### config.mk
export PLATFORM = sky130hd
export DESIGN_NAME = alu_seq_ctrl
export DESIGN_NICKNAME = d
export VERILOG_FILES = /design/src/rtl/alu_seq_ctrl.sv
export SDC_FILE = /design/constraint.sdc
export NUM_CORES = 1
export LEC_CHECK = 0
export CAP_MARGIN = 40
export CORE_ASPECT_RATIO = 0.8
export CORE_MARGIN = 1
export CORE_UTILIZATION = 35
export DETAILED_ROUTE_END_ITERATION = 6
export GPL_TIMING_DRIVEN = 0
export PLACE_DENSITY = 0.66
export SETUP_SLACK_MARGIN = 0.1
export SYNTH_ARGS = -nofsm -noshare
export SYNTH_HDL_FRONTEND = slang
export SYNTH_SLANG_ARGS = --single-unit
### constraint.sdc
create_clock -name clk -period 3.15 [get_ports clk]
set_input_delay 0.63 -clock clk [delete_from_list [all_inputs] [get_ports clk]]
set_output_delay 0.63 -clock clk [all_outputs]
set_load 0.01 [all_outputs]
### src/rtl/alu_seq_ctrl.sv
// Multi-cycle control sequencer for the 32-bit CPU datapath.
// Owns PC and IR and steps each instruction through
// FETCH -> DECODE -> EXEC -> MEM -> WB. All outputs are Moore outputs
// decoded from the state and IR, so an asynchronous reset clears them
// (including the memory requests) without waiting for a clock edge.
module alu_seq_ctrl #(
    parameter int ADDR_W   = 8,
    parameter int RESET_PC = 0,
    parameter int DATA_W   = 32
) (
    input  logic              clk,
    input  logic              rst_n,
    input  logic              start,
    output logic              imem_req,
    input  logic              imem_ack,
    input  logic [DATA_W-1:0] imem_rdata,
    output logic [ADDR_W-1:0] pc,
    output logic [5:0]        alu_op,
    output logic              alu_bsel,
    output logic [DATA_W-1:0] imm_ext,
    input  logic              alu_zero,
    output logic [4:0]        rf_ra1,
    output logic [4:0]        rf_ra2,
    output logic [4:0]        rf_wa,
    output logic              rf_we,
    output logic              rf_wsel,
    output logic              dmem_req,
    output logic              dmem_we,
    output logic [ADDR_W-1:0] dmem_addr,
    input  logic              dmem_ack,
    output logic              busy,
    output logic              illegal
);

    typedef enum logic [2:0] {
        S_IDLE, S_FETCH, S_DECODE, S_EXEC, S_MEM, S_WB, S_HALT
    } state_t;

    localparam logic [ADDR_W-1:0] RST_PC = ADDR_W'(RESET_PC);
    localparam logic [5:0] OP_NOOP = 6'b000000;
    localparam logic [5:0] OP_HALT = 6'b111111;
    localparam logic [5:0] OP_BEQ  = 6'b100000;
    localparam logic [5:0] OP_LWI  = 6'b111011;
    localparam logic [5:0] OP_SWI  = 6'b111100;

    state_t            state_q, state_d;
    logic [ADDR_W-1:0] pc_q, pc_d;
    logic [DATA_W-1:0] ir_q, ir_d;
    logic [5:0]        opcode;
    logic [ADDR_W-1:0] pc_inc;
    logic [ADDR_W-1:0] pc_br;

    // Immediate-operand ALU ops (B operand taken from imm_ext).
    function automatic logic is_imm(input logic [5:0] op);
        return ((op >= 6'b110010) && (op <= 6'b110101)) || (op == 6'b111001);
    endfunction

    // Ops that finish with an ALU result written back.
    function automatic logic is_alu(input logic [5:0] op);
        return (op == 6'b010000) || ((op >= 6'b010010) && (op <= 6'b010101)) || is_imm(op);
    endfunction

    // Anything not listed here raises illegal and behaves as NOOP.
    function automatic logic is_defined(input logic [5:0] op);
        return (op == OP_NOOP) || (op == OP_HALT) || is_alu(op) ||
               (op == OP_BEQ) || (op == OP_LWI) || (op == OP_SWI);
    endfunction

    assign opcode    = ir_q[31:26];
    assign imm_ext   = {{(DATA_W-16){ir_q[15]}}, ir_q[15:0]};
    assign rf_ra1    = ir_q[20:16];
    assign rf_ra2    = ir_q[15:11];
    assign rf_wa     = ir_q[25:21];
    assign dmem_addr = ir_q[ADDR_W-1:0];
    assign pc        = pc_q;
    // PC arithmetic is naturally modulo 2^ADDR_W; negative offsets wrap.
    assign pc_inc    = pc_q + ADDR_W'(1);
    assign pc_br     = pc_q + ADDR_W'(1) + imm_ext[ADDR_W-1:0];

    // State, PC and instruction register.
    always_ff @(posedge clk or negedge rst_n) begin
        if (!rst_n) begin
            state_q <= S_IDLE;
            pc_q    <= RST_PC;
            ir_q    <= '0;
        end else begin
            state_q <= state_d;
            pc_q    <= pc_d;
            ir_q    <= ir_d;
        end
    end

    // Next-state logic and Moore output decode.
    always_comb begin
        state_d  = state_q;
        pc_d     = pc_q;
        ir_d     = ir_q;
        imem_req = 1'b0;
        alu_op   = 6'b000000;
        alu_bsel = 1'b0;
        rf_we    = 1'b0;
        rf_wsel  = 1'b0;
        dmem_req = 1'b0;
        dmem_we  = 1'b0;
        busy     = 1'b1;
        illegal  = 1'b0;

        case (state_q)
            S_IDLE: begin
                busy = 1'b0;
                if (start) state_d = S_FETCH;
            end
            S_FETCH: begin
                imem_req = 1'b1;
                if (imem_ack) begin
                    ir_d    = imem_rdata;
                    state_d = S_DECODE;
                end
            end
            S_DECODE: begin
                alu_op   = opcode;
                alu_bsel = is_imm(opcode);
                if (opcode == OP_HALT) begin
                    state_d = S_HALT;
                end else if (opcode == OP_NOOP || !is_defined(opcode)) begin
                    illegal = !is_defined(opcode);
                    pc_d    = pc_inc;
                    state_d = S_FETCH;
                end else begin
                    state_d = S_EXEC;
                end
            end
            S_EXEC: begin
                alu_op   = opcode;
                alu_bsel = is_imm(opcode);
                if (is_alu(opcode)) begin
                    state_d = S_WB;
                end else if (opcode == OP_BEQ) begin
                    pc_d    = alu_zero ? pc_br : pc_inc;
                    state_d = S_FETCH;
                end else begin
                    state_d = S_MEM;
                end
            end
            S_MEM: begin
                alu_op   = opcode;
                dmem_req = 1'b1;
                dmem_we  = (opcode == OP_SWI);
                if (dmem_ack) begin
                    if (opcode == OP_SWI) begin
                        pc_d    = pc_inc;
                        state_d = S_FETCH;
                    end else begin
                        state_d = S_WB;
                    end
                end
            end
            S_WB: begin
                alu_op   = opcode;
                alu_bsel = is_imm(opcode);
                rf_we    = 1'b1;
                rf_wsel  = (opcode == OP_LWI);
                pc_d     = pc_inc;
                state_d  = S_FETCH;
            end
            S_HALT: begin
                busy = 1'b0;
            end
            default: begin
                state_d = S_IDLE;
            end
        endcase
    end

endmodule

Word level (Yosys, flattened, before mapping)
Cells that the tools add are included.
Word-level totals
  register bits after elaboration: 43
  bits in latches: 0
  memory bits (writable): 0
  memory bits (read-only): 0
  output and inout bits: 77
  logic and storage cells: 79
  memories: 0
Operators by class
  $add $sub $neg: 2
  multiply operators: 0
  div/mod/pow operators: 0
  order comparisons: 4
  equal/unequal tests: 20
  shift-type cells: 0
  multiplexer cells: 28
  bitwise operators: 1
  reductions and logical operators: 21
Operators by type and width (count)
  $mux 8: 7
  $pmux 8 s4: 1
  $eq 6x6->1 const B: 5
  $mux 3: 7
  $pmux 3 s7: 1
  $ne 2x2->1 const B: 8
  $mux 1: 10
  $eq 3x3->1 const B: 3
  $logic_or 1x1->1: 9
  $add 8x1->8 const B: 1
  $add 8x8->8: 1
  $reduce_and 7->1: 1
  $eq 3x2->1 const B: 2
  $eq 6x5->1 const B: 1
  $ge 6x5->1 const B: 1
  $ge 6x6->1 const B: 1
  $le 6x5->1 const B: 1
  $le 6x6->1 const B: 1
  $logic_not 6->1: 1
  $mux 6: 1
  $reduce_and 4->1: 1
  $reduce_bool 4->1: 1
  $reduce_or 4->1: 1
  $eq 3x1->1 const B: 1
  8 further kinds: 9

Logic depth before layout (Yosys ltp)
Gate-level depths: netlist of run 1.
  depth in word-level cells: 13
  mapped depth: 11
  gate-level depth less buffers: 11

Worst setup path after synthesis of run 1
OpenSTA, ideal clock, no wires.
  path type: flip-flop to flip-flop
  start: register pc_q[2], in the netlist pc[2]
  end: register pc_q[7], in the netlist pc[7]
  setup time: 0.125 ns
  arrival time: 2.247 ns
  slack: 0.777 ns
  cell stages (with the launch flop): 11
  buffers on the path: 0
  period minus slack after synthesis: 2.373 ns
  cells stage by stage: dfrtp_1 -> and3_1 -> and3_1 -> xor2_1 -> ha_1 -> nor3_1 -> nor2_1 -> a21o_1 -> a21o_1 -> a21bo_2 -> xnor2_2
On the way
  word-level cells in the longest chain between the ends: 6
  elaborated cells between the ends (all ways): 10
  classes of those cells: add/sub: 2; mux: 8
Ends and longest elaborated chain
  start, declared: line 47  | logic [ADDR_W-1:0] pc_q, pc_d;
  start signal, assigned: line 88  | pc_q <= pc_d;
  $add 8x1->8 *: line 77, 78
  $add 8x8->8: line 78  | assign pc_br = pc_q + ADDR_W'(1) + imm_ext[ADDR_W-1:0];
  $mux 8: line 139  | pc_d = alu_zero ? pc_br : pc_inc;
  $mux 8: line 138  | end else if (opcode == OP_BEQ) begin
  $mux 8: line 136  | if (is_alu(opcode)) begin
  $pmux 8 s4 *: line 108  | case (state_q)
Every way passes the cells marked *; elsewhere a longest branch is shown, timed or not. The select of a mux whose other input is x is not followed.
A chain may end at the register's enable or synchronous reset.

Final worst setup path of run 1
  start: register ir_q[27]
  end: output port illegal
On the way
  word-level cells in the longest chain between the ends: 13
  elaborated cells between the ends (all ways): 26
  classes of those cells: order compare: 4; eq/ne: 6; mux: 3; reduce/logical: 13
Ends and longest elaborated chain
  start, declared: line 48  | logic [DATA_W-1:0] ir_q, ir_d;
  start signal, assigned: line 89  | ir_q <= ir_d;
  $ge 6x5->1, or another cell as far along: line 60  | return (op == 6'b010000) || ((op >= 6'b010010) && (op <= 6'b010101)) || is_imm(op);
  $logic_and 1x1->1 (on tied branches): line 60, 55
  $logic_or 1x1->1 (on tied branches): line 60, 55
  $logic_or 1x1->1: line 60
  $logic_or 1x1->1 (2 in series): line 65  | return (op == OP_NOOP) || (op == OP_HALT) || is_alu(op) ||
  $logic_or 1x1->1 (2 in series): line 66  | (op == OP_BEQ) || (op == OP_LWI) || (op == OP_SWI);
  $logic_not 1->1: line 125, 126
  $logic_or 1x1->1: line 125  | end else if (opcode == OP_NOOP || !is_defined(opcode)) begin
  $mux 1: line 125
  $mux 1 *: line 123  | if (opcode == OP_HALT) begin
  $mux 1 *: line 108
  end, declared: line 32  | output logic illegal
Every way passes the cells marked *; elsewhere a longest branch is shown, timed or not.

==> results.md, run 1 <==
- Outcome: completed
- CTS resizes: 0
- TNS Setup: 0 ns
- Top-count cell post-synth: buf_4
- Post-Syn Nets: 347
- Die area: roughly 0.0089 mm^2
- Reg2reg path depth: 10
- Final ANT Viol Nets: 0
- Initial Utilization: a little under two fifths
- Synthesized area: slightly below 0.003 mm^2
- Peak VDD IR: ~0.00045 V
- Post-CTS setup buffer count: 0
- Largest net degree at the start of global routing: 23
- Fin crit share: 93.4%
- Crit-path cells: buf_6 > or2_1 > o211ai_1 > o21ai_0 > nor3_1 > clkdlybuf4s50_1
- Via count: 2443
- Crit Path Class: register to output pin
- RSZ-0062 raised after global routing: false
- Critical path endpoint category: output pin
- Ys flop type: dfrtp_1
- Overall Global Routing Usage: between 15 and 20%
- HPWL after DPL: approximately 5300 um
- CTS root buf: clkbuf_8
- FF+latch count, synth: 43
- Worst skew pair latency: between 0.2 and 0.3 ns
- GP Congestion: a little over 0.8
- Minimum clock period: about 2.9 ns
- Max frequency: 0.340 GHz
- Die Y: ~84 um
- # placed instances: approximately 520
- Nets: ~470
- CTS tree: built
- R2R Setup Slk: around 0.58 ns
- Share of post-route cells with drive strength above 1: about a fifth
- Worst path top cell family by delay: buffers and inverters
- Drt pass-1 iters: 4
- Buffers & Inverters on Critical Path: 2
- Drt total wl: 6860 um
- Post-synth ARST share: 100%
- GR Overflow Total: 0
- Reg clk slew, reported paths: 0.08 ns
- Fin cells: around 530
- Die X: between 100 and 150 um
- Startpoint Class: register
- Reg2Reg Launch Point: pc[2]
- Syn_area_per_cell: 9.92 um^2
- Sequential share of the synthesized area: roughly 36%
- Lkg Pwr: between 1.5 and 2 nW
- Crit Path Max Fanout: 10
- Post-Syn Instances: 300
- Hold-fix buffers, CTS: 0
- Antenna violations before repair: 0
- Yosys top cell area share: a little over a third
- Post-synth EDFFs: 0
- Vias per cell: 4.60
- Area contributors post-synth: dfrtp_1 36%, buf_4 14%, mux2_1 12%, ha_1 3.4%, nand2_1 2.3%
- Synth Warn #: 0
- Power per cell area: ~1100 mW/mm^2
- Crit path DAT: 2.31 ns
- Slowest stage cell on the critical path: clkdlybuf4s50_1
- Initial DRC count: 165
- Fin Clk Skew: between 0.003 and 0.004 ns
- Worst-margin pin slew: ~0.68 ns
- Netlist cell types: 56
- Ant diodes: 0
- Post-synth top cells: 56 x buf_4, 43 x dfrtp_1, 31 x mux2_1
- Final Setup Violations: 0
- Post-synth top area cell: dfrtp_1
- Max_slew headroom: a little over half
- PortBufs: about 110
- # Max-Cap Violations: 0
- Fin. max-slew vios: 0
- P&R area growth vs syn: 48.2%
- I/O pin total: about 120
- Worst endpoint required time: 2.52 ns
- DRC: 0
- # H-tree levels: 2
- CP peak stage delay: between 0.5 and 0.6 ns
- R2r endpoint: pc[7]
- Clk sinks: between 40 and 50
- CTS max path bufs: 2
- Num rows: 29
- Worst Hold Class: input port to async pin
- WL/cell: around 13 um
- Hold Vio Cnt, Final: 0
- Core area: slightly above 0.008 mm^2
- Clock buffers created by TritonCTS: 5
- First-pass GRT wire length: around 12000 um
- Vias in the first global route: 2319
-- stage by stage --
step                util (%)  power, mW  hold WS (ns)  instance area [um^2]  worst slack [ns]
floorplan                  -       3.22         0.334                  2980             0.777
global placement        52.5       4.47         0.468                  4250             0.208
detailed placement      52.8       4.54         0.476                  4270             0.536
CTS                     54.5       5.08         0.312                  4410             0.191
global route            54.5       5.42         0.325                  4410             0.105
finish                  54.5       5.04         0.302                  4410             0.208
-- worst max-delay path by stage --
stage / startpoint / to / slack (ns) / cells past startpoint
after detailed placement: ir_q[27] / illegal / 0.54 / 6
after global placement: rst_n / ir_q[15] / 0.21 / 1
final: ir_q[27] / illegal / 0.21 / 6
after floorplan: pc[2] / pc[7] / 0.78 / 10
after CTS: ir_q[27] / illegal / 0.19 / 6
after global routing: state_q[1] / alu_bsel / 0.11 / 5
-- where the power goes --
part / internal [mW] / leakage (nW) / switching (mW) / total (mW)
logic: 2.01 / 1.38 / 1.43 / 3.44
registers: 0.829 / 0.506 / 0.263 / 1.09
clock network: 0.316 / 0.0644 / 0.196 / 0.512
total: 3.15 / 1.95 / 1.89 / 5.04
-- layer usage --
| layer | up-vias | global-route usage, % | wire length, um |
|---|---|---|---|
| met3 | 2 | 4.27 | 399 |
| li1 | 1233 | - | - |
| met2 | 93 | 25.0 | 2950 |
| met1 | 1115 | 22.9 | 3490 |
| met4 | 0 | 2.56 | 27 |
| met5 | - | 0 | 0 |
-- registers in the layout, summed over array words and instances (netlist names) --
signal   flops
state_q      3
ir_q        32
pc           8
-- cell usage in the layout (no fill, tap or decap), types with 3 or more instances in the layout --
cell / count
and2_1: 7
nor2_1: 16
a21o_1: 3
and3_1: 4
nand3_1: 7
dfrtp_1: 43
mux2_1: 31
o21ai_0: 3
buf_2: 7
a31oi_1: 4
ha_1: 8
mux2i_1: 3
nand2b_1: 4
buf_6: 3
xnor2_1: 5
a21oi_1: 13
o211ai_1: 3
o21ai_1: 6
buf_4: 56
inv_1: 9
clkbuf_8: 5
nor3_1: 6
clkdlybuf4s50_1: 113
xor2_1: 6
nand2_1: 18
-- layout make-up --
cell class                 count  area, um^2
timing repair buffer         115        1160
sequential                    43        1080
tap                          108         135
clock buffer                   5        68.8
multi-input combinational    179        1370
clock inverter                 3        67.6
fill                         739        3680
inverter                      10        37.5
buffer                        68         497
-- cell families (layout without fill, tap and decap cells) --
group	Yosys count	after routing	synth area share, %
flip-flops	43	43	36.2
AND/OR/NAND/NOR	76	76	14.0
multiplexers	34	34	12.7
AO/OA/AOI/OAI	48	48	11.3
XOR/XNOR	12	12	3.78
buffers and inverters	78	201	18.0
adder cells (fa/ha/maj)	9	9	4.04
No activity file was read; power rests on OpenSTA's default activity.
==> run 2: changes to the inputs <==
--- a/config.mk
+++ b/config.mk
@@ -9,8 +9,8 @@
 export CORE_ASPECT_RATIO = 0.8
 export CORE_MARGIN = 1
 export CORE_UTILIZATION = 35
+export CTS_BUF_LIST = sky130_fd_sc_hd__clkbuf_4
 export DETAILED_ROUTE_END_ITERATION = 6
-export GPL_TIMING_DRIVEN = 0
 export PLACE_DENSITY = 0.66
 export SETUP_SLACK_MARGIN = 0.1
 export SYNTH_ARGS = -nofsm -noshare
==> run 2 against run 1 <==
Compared with the run above: non-clock buffer count decreased by 63; combinational power decreased by 20%; clock-buffer cell count unchanged; utilization is 6.4 points lower; final area decreased by 12%; flip-flop and latch count stayed put; die area is the same; largest cell class is now multi-input combinational cells; critical path type unchanged; worst hold slack worse by 0.092 ns.
==> results.md, run 2 (synthesis results as in run 1) <==
- HPWL after DPL: around 5000 um
- R2R Setup Slk: 0.64 ns
- Commonest non-fill, non-tap cells in the layout: 113 x clkdlybuf4s50_1, 40 x dfrtp_1, 31 x mux2_1, 18 x nand2_1, 16 x nor2_1
- R2r endpoint: pc[7]
- Crit-path cells: or2_1 > o211ai_1 > o21ai_0 > nor3_1 > clkdlybuf4s50_1
- Max_slew headroom: ~64%
- Worst path top cell family by delay: buffers and inverters
- Core area: slightly above 0.008 mm^2
- Largest net degree at the start of global routing: 26
- Crit Path Class: register to output pin
- Clk sinks: 43
- Drt total wl: approximately 6400 um
- Vias per cell: a little under 5
- Share of post-route cells with drive strength above 1: between 7 and 8%
- Internal: 2.54 mW
- Minimum clock period: around 2.9 ns
- Fin Clk Skew: roughly 0.011 ns
- Pre-CTS setup slack: 0.585 ns
- WL/cell: ~14 um
- CTS root buf: clkbuf_4
- Via count: roughly 2300
- Initial DRC count: 134
- Die X: roughly 110 um
- Worst-margin pin slew: between 0.5 and 0.6 ns
- Ant diodes: 0
- Largest register FFs: 32
- TNS Setup: 0 ns
- RSZ-0062 raised after global routing: true
- Setup WS post-layout: 0.239 ns
- Reg clk slew, reported paths: about 0.13 ns
- Lkg Pwr: between 1.5 and 2 nW
- Switching share of power: between 40% and 50%
- Startpoint Class: register
- Power per cell area: ~1100 mW/mm^2
- Fin crit share: between 90% and 100%
- Most flops, register: ir_q
- Fin cells: 468
- Num rows: 29
- Buffers & Inverters on Critical Path: 1
- CP peak stage delay: 0.57 ns
- Worst Hold Class: input port to async pin
- I/O pin total: ~120
- Peak VDD IR: ~0.00042 V
- Clock buffers created by TritonCTS: 5
- Die area: just under 0.009 mm^2
- Switching Power: about 1.8 mW
- P&R area growth vs syn: 31.0%
- Overall Global Routing Usage: 15.4%
- Sequential power share: 28.0%
- # Max-Cap Violations: 0
- Drt pass-1 iters: 4
- GP Congestion: 0.871
- First-pass GRT wire length: approximately 11000 um
- Outcome: completed
- Reg2Reg Launch Point: pc[2]
- # H-tree levels: 2
- CTS max path bufs: 2
- # placed instances: 460
- Crit Path Max Fanout: 13
- Most common cell after layout, fill and taps aside: clkdlybuf4s50_1
- Worst endpoint required time: between 2 and 3 ns
- Slowest stage cell on the critical path: clkdlybuf4s50_1
- Crit path DAT: 2.28 ns
- Hold Vio Cnt, Final: 0
- Fin. max-slew vios: 0
- Cell area after layout: roughly 0.004 mm^2
- Fillcell total: 755
- GR Overflow Total: 0
- Comb pwr share: 64.1%
- Worst skew pair latency: 0.34 ns
- Final Setup Violations: 0
- Critical path endpoint category: output pin
- Post-place instance area: around 0.0038 mm^2
- Critical Path Source: ir_q[28]
- Antenna violations before repair: 0
- CTS tree: built
- Clock Power Share: between 7 and 8%
- Die Y: ~84 um
- Initial Utilization: roughly 37%
- DRC: 0
- PortBufs: around 110
- Vias in the first global route: 2212
- Reg2reg path depth: 10
- Nets: slightly above 400
- Final ANT Viol Nets: 0
- Max frequency: between 0.3 and 0.4 GHz
run 2: changes by cell type in the layout (fill, tap and decap cells not counted), sizes merged:
cell / before / now
clkinvlp: 1 / 0
buf: 67 / 7
bufinv: 2 / 1
clkbuf: 8 / 5
clkinv: 0 / 2
run 2: area by class of cell:
| type | instances | area, um^2 | area share (%) |
|---|---|---|---|
| inverters | 10 | 37.5 | 0.963 |
| well taps | 108 | 135 | 3.47 |
| repair buffers | 120 | 1190 | 30.6 |
| clock inverters | 3 | 38.8 | 0.996 |
| clock buffers | 5 | 37.5 | 0.963 |
| multi-input cells | 179 | 1370 | 35.3 |
| flip-flops and latches | 43 | 1080 | 27.7 |
run 2: power groups by stage:
| stage | clock network (mW) | logic, mW | registers, mW |
|---|---|---|---|
| floorplan | 0 | 2.16 | 1.06 |
| global placement | 0 | 2.72 | 1.19 |
| detailed placement | 0 | 2.76 | 1.22 |
| CTS | 0.361 | 2.77 | 1.21 |
| global route | 0.386 | 3.00 | 1.27 |
| finish | 0.339 | 2.76 | 1.20 |
run 2: through the flow:
| stage | total power, mW | util, % | hold slack, ns |
|---|---|---|---|
| finish | 4.30 | 48.2 | 0.210 |
| global route | 4.66 | 48.2 | 0.195 |
| CTS | 4.34 | 48.1 | 0.204 |
| detailed placement | 3.98 | 47.2 | 0.477 |
| global placement | 3.91 | 46.9 | 0.466 |
| floorplan | 3.22 | - | 0.334 |
run 2: worst max path at each step:
stage,end,cells after the start
floorplan,pc[7],10
global placement,illegal,5
detailed placement,illegal,5
CTS,illegal,5
global route,illegal,5
finish,illegal,5
run 2: worst reg2reg max path, cell delays in order (launching register included):
cell,delay (ns)
dfrtp_1,0.45
and3_1,0.26
and3_1,0.28
xor2_1,0.18
ha_1,0.28
nor3_1,0.18
nor2_1,0.07
a21o_1,0.19
a21o_1,0.17
a21bo_2,0.22
xnor2_2,0.12
run 2: metal layers:
metal	track usage, %	up-vias	wire (um)
li1	-	1095	-
met1	20.3	1060	3030
met2	24.5	90	2880
met3	4.19	6	428
met4	5.12	0	83
met5	0	-	0
run 2: what timing repair did:
action | 4_1_cts | 5_1_grt
setup buffers | 0 | 0
hold endpoints to repair | 0 | 0
hold buffers | 0 | 0
setup endpoints to repair | 0 | 2
resized for setup | 0 | 3
